File: config.mk
export PLATFORM = sky130hd
export DESIGN_NAME = utopia_rx_collector
export DESIGN_NICKNAME = d
export VERILOG_FILES = /design/src/rtl/atm_cell_pkg.sv /design/src/rtl/cell_fifo.sv /design/src/rtl/utopia_rx_collector.sv
export SDC_FILE = /design/constraint.sdc
export NUM_CORES = 2
export LEC_CHECK = 0
export BUFFER_PORTS_ARGS = -buffer_cell sky130_fd_sc_hd__buf_2
export CAP_MARGIN = 20
export CORE_MARGIN = 2
export CORE_UTILIZATION = 55
export DETAILED_ROUTE_END_ITERATION = 8
export HOLD_SLACK_MARGIN = 0.1
export PLACE_DENSITY_LB_ADDON = 0.1
export REMOVE_ABC_BUFFERS = 1
export SETUP_SLACK_MARGIN = 0.15
export SLEW_MARGIN = 20
export SYNTH_ARGS = -nofsm -noshare
export SYNTH_HDL_FRONTEND = slang
export SYNTH_SLANG_ARGS = --single-unit
File: constraint.sdc
create_clock -name clk_i -period 58.3 [get_ports clk_i]
set_input_delay 0 -clock clk_i [delete_from_list [all_inputs] [get_ports clk_i]]
set_output_delay 0 -clock clk_i [all_outputs]
set_load 0.02 [all_outputs]
File: src/rtl/atm_cell_pkg.sv
// atm_cell_pkg: UNI cell layout, collector state encoding and the HEC helper
// shared by the Utopia Rx collector and its cell buffer.
package atm_cell_pkg;

    localparam int         CELL_BYTES = 53;
    localparam logic [7:0] HEC_COSET  = 8'h55;
    localparam int         NUM_RX     = 4;
    localparam int         PORT_W     = $clog2(NUM_RX);

    // byte0 lands in the MSBs, so the 424-bit shift buffer casts straight to this
    typedef struct packed {
        logic [3:0]       gfc;
        logic [7:0]       vpi;
        logic [15:0]      vci;
        logic [2:0]       pt;
        logic             clp;
        logic [7:0]       hec;
        logic [0:47][7:0] payload;
    } uni_cell_t;

    typedef enum logic [1:0] {IDLE, HUNT, RECV, CHECK} rx_state_e;

    function automatic logic [7:0] hec_calc(input logic [31:0] hdr);
        logic [7:0] c;
        c = 8'h00;
        for (int i = 31; i >= 0; i--) c = {c[6:0], 1'b0} ^ ((c[7] ^ hdr[i]) ? 8'h07 : 8'h00);
        return c ^ HEC_COSET;
    endfunction

endpackage

File: src/rtl/cell_fifo.sv
// cell_fifo: cell buffer with a registered show-ahead output stage; full counts
// the output register too, so DEPTH is the total number of cells held.
module cell_fifo
    import atm_cell_pkg::*;
#(
    parameter int DEPTH = 2
) (
    input  logic      clk_i,
    input  logic      rst_ni,
    input  logic      push_i,
    input  uni_cell_t data_i,
    input  logic      ready_i,
    output logic      valid_o,
    output uni_cell_t data_o,
    output logic      full_o
);

    localparam int AW = $clog2(DEPTH);

    uni_cell_t     mem_q [DEPTH];
    logic [AW-1:0] wp_q, rp_q;
    logic [AW:0]   cnt_q;
    logic          valid_q, load;
    uni_cell_t     data_q;

    assign load    = (cnt_q != '0) && (!valid_q || ready_i);
    assign full_o  = (cnt_q + (AW+1)'(valid_q)) == (AW+1)'(DEPTH);
    assign valid_o = valid_q;
    assign data_o  = data_q;

    always_ff @(posedge clk_i) begin
        if (push_i) mem_q[wp_q] <= data_i;
    end

    always_ff @(posedge clk_i or negedge rst_ni) begin
        if (!rst_ni) begin
            wp_q    <= '0;
            rp_q    <= '0;
            cnt_q   <= '0;
            valid_q <= 1'b0;
            data_q  <= '0;
        end else begin
            if (push_i) wp_q <= wp_q + AW'(1);
            if (load) begin
                data_q  <= mem_q[rp_q];
                rp_q    <= rp_q + AW'(1);
                valid_q <= 1'b1;
            end else if (ready_i) begin
                valid_q <= 1'b0;
            end
            cnt_q <= cnt_q + (AW+1)'(push_i) - (AW+1)'(load);
        end
    end

endmodule

File: src/rtl/utopia_rx_collector.sv
// utopia_rx_collector: Utopia L1 Rx handshake and 53-byte cell assembly into a cell FIFO.
// Define ATM_HEC_CHECK_EN to drop cells whose header HEC does not match.
module utopia_rx_collector
    import atm_cell_pkg::*;
#(
    parameter int PORT_ID    = 0,
    parameter int FIFO_DEPTH = 2,
    parameter int CNT_W      = 16
) (
    input  logic              clk_i,
    input  logic              rst_ni,
    input  logic              rx_clav_i,
    input  logic              rx_soc_i,
    input  logic [7:0]        rx_data_i,
    output logic              rx_en_n_o,
    output logic              cell_valid_o,
    input  logic              cell_ready_i,
    output uni_cell_t         cell_data_o,
    output logic [PORT_W-1:0] cell_port_o,
    output logic [CNT_W-1:0]  cell_cnt_o,
    output logic [CNT_W-1:0]  runt_cnt_o,
    output logic [CNT_W-1:0]  hec_err_cnt_o
);

    localparam int         CW   = 8 * CELL_BYTES;
    localparam logic [5:0] LAST = 6'(CELL_BYTES - 1);

    rx_state_e      state_q;
    logic           rx_en_n_q, fifo_full, push, hec_ok;
    logic [5:0]     idx_q;
    logic [CW-1:0]  buf_q;
    logic [CNT_W-1:0] cell_cnt_q, runt_q;

`ifdef ATM_HEC_CHECK_EN
    logic [CNT_W-1:0] hec_err_q;
    assign hec_ok        = hec_calc(buf_q[CW-1 -: 32]) == buf_q[CW-33 -: 8];
    assign hec_err_cnt_o = hec_err_q;
    always_ff @(posedge clk_i or negedge rst_ni) begin
        if (!rst_ni) hec_err_q <= '0;
        else if (state_q == CHECK && !hec_ok) hec_err_q <= hec_err_q + CNT_W'(~&hec_err_q);
    end
`else
    assign hec_ok        = 1'b1;
    assign hec_err_cnt_o = '0;
`endif

    assign push        = (state_q == CHECK) && hec_ok;
    assign rx_en_n_o   = rx_en_n_q;
    assign cell_port_o = PORT_W'(PORT_ID);
    assign cell_cnt_o  = cell_cnt_q;
    assign runt_cnt_o  = runt_q;

    // FIFO space is checked only when leaving IDLE: at most one cell is ever in flight
    always_ff @(posedge clk_i or negedge rst_ni) begin
        if (!rst_ni) begin
            state_q   <= IDLE;
            rx_en_n_q <= 1'b1;
            idx_q     <= '0;
            buf_q     <= '0;
            runt_q    <= '0;
        end else begin
            case (state_q)
                IDLE: begin
                    rx_en_n_q <= !(rx_clav_i && !fifo_full);
                    if (rx_clav_i && !fifo_full) state_q <= HUNT;
                end
                HUNT: if (rx_soc_i) begin
                    buf_q   <= {buf_q[CW-9:0], rx_data_i};
                    idx_q   <= 6'd1;
                    state_q <= RECV;
                end
                RECV: begin
                    buf_q <= {buf_q[CW-9:0], rx_data_i};
                    if (rx_soc_i) begin
                        idx_q  <= 6'd1;
                        runt_q <= runt_q + CNT_W'(~&runt_q);
                    end else if (idx_q == LAST) begin
                        rx_en_n_q <= 1'b1;
                        state_q   <= CHECK;
                    end else begin
                        idx_q <= idx_q + 6'd1;
                    end
                end
                default: state_q <= IDLE;
            endcase
        end
    end

    always_ff @(posedge clk_i or negedge rst_ni) begin
        if (!rst_ni) cell_cnt_q <= '0;
        else if (cell_valid_o && cell_ready_i) cell_cnt_q <= cell_cnt_q + CNT_W'(~&cell_cnt_q);
    end

    cell_fifo #(.DEPTH(FIFO_DEPTH)) u_fifo (
        .clk_i   (clk_i),
        .rst_ni  (rst_ni),
        .push_i  (push),
        .data_i  (uni_cell_t'(buf_q)),
        .ready_i (cell_ready_i),
        .valid_o (cell_valid_o),
        .data_o  (cell_data_o),
        .full_o  (fifo_full)
    );

endmodule

==> impl_metrics.tcl <==
set metrics [dict create \
    switching_share_pct 35.53 \
    hold_path_class "input pin to flip-flop" \
    core_um2 114000 \
    layout-drive-gt1-share_pct 14.42 \
    async_reset_ff_share_pct 51.32 \
    clockBufferDepth 3 \
    leakagePower_nw 32.70 \
    cts-root-buf "clkbuf_16" \
    insertion_delay_ps 760 \
    portBuffers 470 \
    dieArea_um2 117300 \
    pwr-share-comb_pct 28.3 \
    critPathBufInv 4 \
    synth_top_area_share_pct 40.41 \
    period_share_pct 8.240 \
    drtPass1Iterations 5 \
    drc 0 \
    max_stage_delay_ps 850 \
    cts_buffers 170 \
    die_h_um 342.5 \
    vias 34802 \
    synth_seq_cells 1742 \
    synthMuxAreaShare_pct 6.908 \
    ys.flop_type "dfrtp_1" \
    rsz0062_at_grt "no" \
    post-route-cell-area_um2 72260 \
    grt_pass1_wl_um 193800 \
    p_sw_w 0.001447 \
    synth-edff-count 848 \
    synth_top_family_by_area "simple AND/OR/NAND/NOR gates" \
    cell_internal_pwr_w 0.002626 \
    grt_max_degree 218 \
    synth.avg_cell_area_um2 13.40 \
    end_kind "flip-flop" \
    setup_slack_ps 53500 \
    post-dp-hpwl_um 72000 \
    dp_slack_ps 53530 \
    area_growth_pct 14.68 \
    grt_pass1_vias 34121 \
    ant_nets 0 \
    cts_tree "built" \
    pin_count 489 \
    critPathMaxFanout 112 \
    antenna_found_initial 0 \
    min_period_ps 4804 \
    finalSetupTns_ps 0 \
    syn_inst 4704 \
    synth_area_leaders "edfxtp_1 40%, dfrtp_1 35%, nand2_1 10%" \
    viasPerCell 5.089 \
    ys_seq_area_share_pct 75.92 \
    clkTransAtPathRegs_ps 60 \
    crit_slowest_cell "buf_4" \
    synthSimpleGateAreaFrac_pct 10.78 \
    criticalPathCategory "flip-flop to flip-flop" \
    maxCapViolCount 0 \
    gr-total-overflow 0 \
    clkPwrFrac_pct 26.0 \
    place_inst 6493 \
    dpl_cell_area_um2 66480 \
    n_antenna_cell 0 \
    drt_iter0_drc 2494 \
    synth_cell_types 37 \
    rows 124 \
    yosysTopAreaCell "edfxtp_1" \
    worst_pin_slew_ps 1314 \
    worstPathRequired_ps 58890 \
    path_delay_family "buffers and inverters" \
    track_usage_pct 21.25 \
    timing.final.hold_violations 0 \
    drv_slew 0 \
    die_w_um 342.5 \
    wl_per_cell_um 18.08 \
    fin_nets 5209 \
    p_seq_share_pct 45.7 \
    crit_top_cell "buf_4" \
    synth_xor_area_share_pct 0.4587 \
    h-tree-depth 4 \
    crit_chain "o21ai_4 > buf_4 > buf_4 > buf_4 > buf_4 > o21ai_0" \
    cts_setup_buffers 0 \
    vdd_drop_max_mv 0.04404 \
    synth_compound_area_share_pct 3.529 \
    max_freq_mhz 208.2 \
    worst_clock_skew_ps 23.61 \
    wl_um 123600 \
    yosys_warnings 0 \
    stdcell_count 6839 \
    run_status "finished, final reports clean" \
    crit_path_start_kind "flip-flop" \
    gp_congestion 0.7513 \
    cts_num_sinks 1742 \
    synth_fa_ha_area_share_pct 0.2581 \
    setup_viol_count_final 0 \
    start_util_pct 55.26 \
    slew_headroom_pct 12.42 \
    power_density_nw_per_um2 56.37 \
    synth_area_um2 63010 \
    arrival_ps 5390 \
]
## per-stage QoR
| step | utilization (%) | power, W | hold slack, ps |
|---|---|---|---|
| 2_1_floorplan | - | 0.002993 | -295.6 |
| 3_3_place_gp | 58.30 | 0.003032 | 142.9 |
| 3_5_place_dp | 58.30 | 0.003058 | 156.3 |
| 4_1_cts | 63.35 | 0.004129 | 114.9 |
| 5_1_grt | 63.37 | 0.004304 | 188.7 |
| 6_report | 63.37 | 0.004074 | 195.6 |
## repair_timing
item / in CTS / in global routing
hold buffers: 29 / 0
gates resized for setup: 0 / 0
endpoints found under the hold margin: 213 / 0
setup endpoints to repair: 0 / 0
## worst register-to-register path, cell delays in order, from the launching register on
cell and delay (ps):
dfrtp_1 440, o21ai_4 570, buf_4 810, buf_4 840, buf_4 780, buf_4 930, o21ai_0 280
## Yosys cell counts, types with 10 or more instances
master and number:
xnor2_1 24, buf_4 54, ha_1 13, buf_1 20
edfxtp_1 848, mux2i_1 427, clkbuf_1 65, inv_1 10
nand3_1 13, o21ai_1 160, nor2_1 11, dfrtp_1 893
nand2_1 1717, o21ai_0 273, buf_2 115
## path summary, 6_finish.rpt
path                                        endpoint             from  cells past startpoint  slack (ps)
max in group asynchronous                 buf_q[350]           rst_ni                      6       55440
worst max-delay path              u_fifo.data_o[394]  u_fifo.cnt_q[1]                      6       53500
min in group asynchronous         u_fifo.data_o[379]           rst_ni                      4         540
worst min-delay path                  u_fifo.valid_o     cell_ready_i                      4         200
worst min register to register  u_fifo.mem_q[1][416]       buf_q[416]                      0         470
worst max register to register    u_fifo.data_o[394]  u_fifo.cnt_q[1]                      6       53500
## state kept, by name, indices dropped and copies added (netlist names)
| register | flops |
|---|---|
| u_fifo.data_o | 424 |
| runt_cnt_o | 16 |
| state_q | 2 |
| u_fifo.rp_q | 1 |
| u_fifo.cnt_q | 2 |
| u_fifo.valid_o | 1 |
| u_fifo.wp_q | 1 |
| buf_q | 424 |
| cell_cnt_o | 16 |
| u_fifo.mem_q | 848 |
| idx_q | 6 |
| rx_en_n_o | 1 |
## power by group through the flow
stage	Sequential, W	Clock [W]	Combinational, W
finish	0.00186	0.00106	0.00115
detailed placement	0.00189	0	0.00117
CTS	0.00187	0.00108	0.00118
global placement	0.00188	0	0.00115
floorplan	0.00216	0	0.000830
global route	0.00190	0.00113	0.00127
## cells by family (layout without fill, tap and decap cells)
| kind of cell | Yosys count | after routing |
|---|---|---|
| AOI/OAI and AO/OA | 440 | 440 |
| xor gates and xnor gates | 33 | 33 |
| adders and majority gates | 13 | 13 |
| buffers and inverters | 265 | 871 |
| DFF | 1742 | 1742 |
| muxes | 434 | 434 |
| other | 1 | 18 |
| and+or+nand+nor | 1776 | 1776 |
## area by class of cell
| class | count | area [um2] |
|---|---|---|
| inverters | 10 | 37.54 |
| flip-flops and latches | 1742 | 47840 |
| well taps | 1512 | 1892 |
| multi-input cells | 2714 | 13930 |
| clock inverters | 60 | 483.0 |
| fillers | 8752 | 41770 |
| clock buffers | 256 | 4966 |
| repair buffers | 545 | 3107 |
## placed cells by master, fill, tap and decap left out, types with 9 or more instances in the layout
cell type / netlist / layout
xor2_1: 9 / 9
o21ai_1: 160 / 160
clkbuf_1: 65 / 55
nor2_1: 11 / 11
xnor2_1: 24 / 24
nand3_1: 13 / 13
clkinv_2: 0 / 22
dlygate4sd3_1: 0 / 28
edfxtp_1: 848 / 848
ha_1: 13 / 13
clkinv_1: 0 / 25
o21ai_0: 273 / 273
nand2_1: 1717 / 1717
dfrtp_1: 893 / 892
clkbuf_16: 0 / 177
clkbuf_8: 0 / 24
mux2i_1: 427 / 426
buf_2: 115 / 469
nand4_1: 9 / 9
conb_1: 1 / 18
inv_1: 10 / 10
buf_4: 54 / 38
## layer usage
layer  vias up  wire length (um)  GRT usage [%]
li1      16887                 -              -
met1     17057             54490          29.77
met3       159              6707          4.305
met5         -                 0              0
met4         0              2427          5.930
met2       699             59990          34.17
Note: power is estimated with default switching activity, not from simulation.
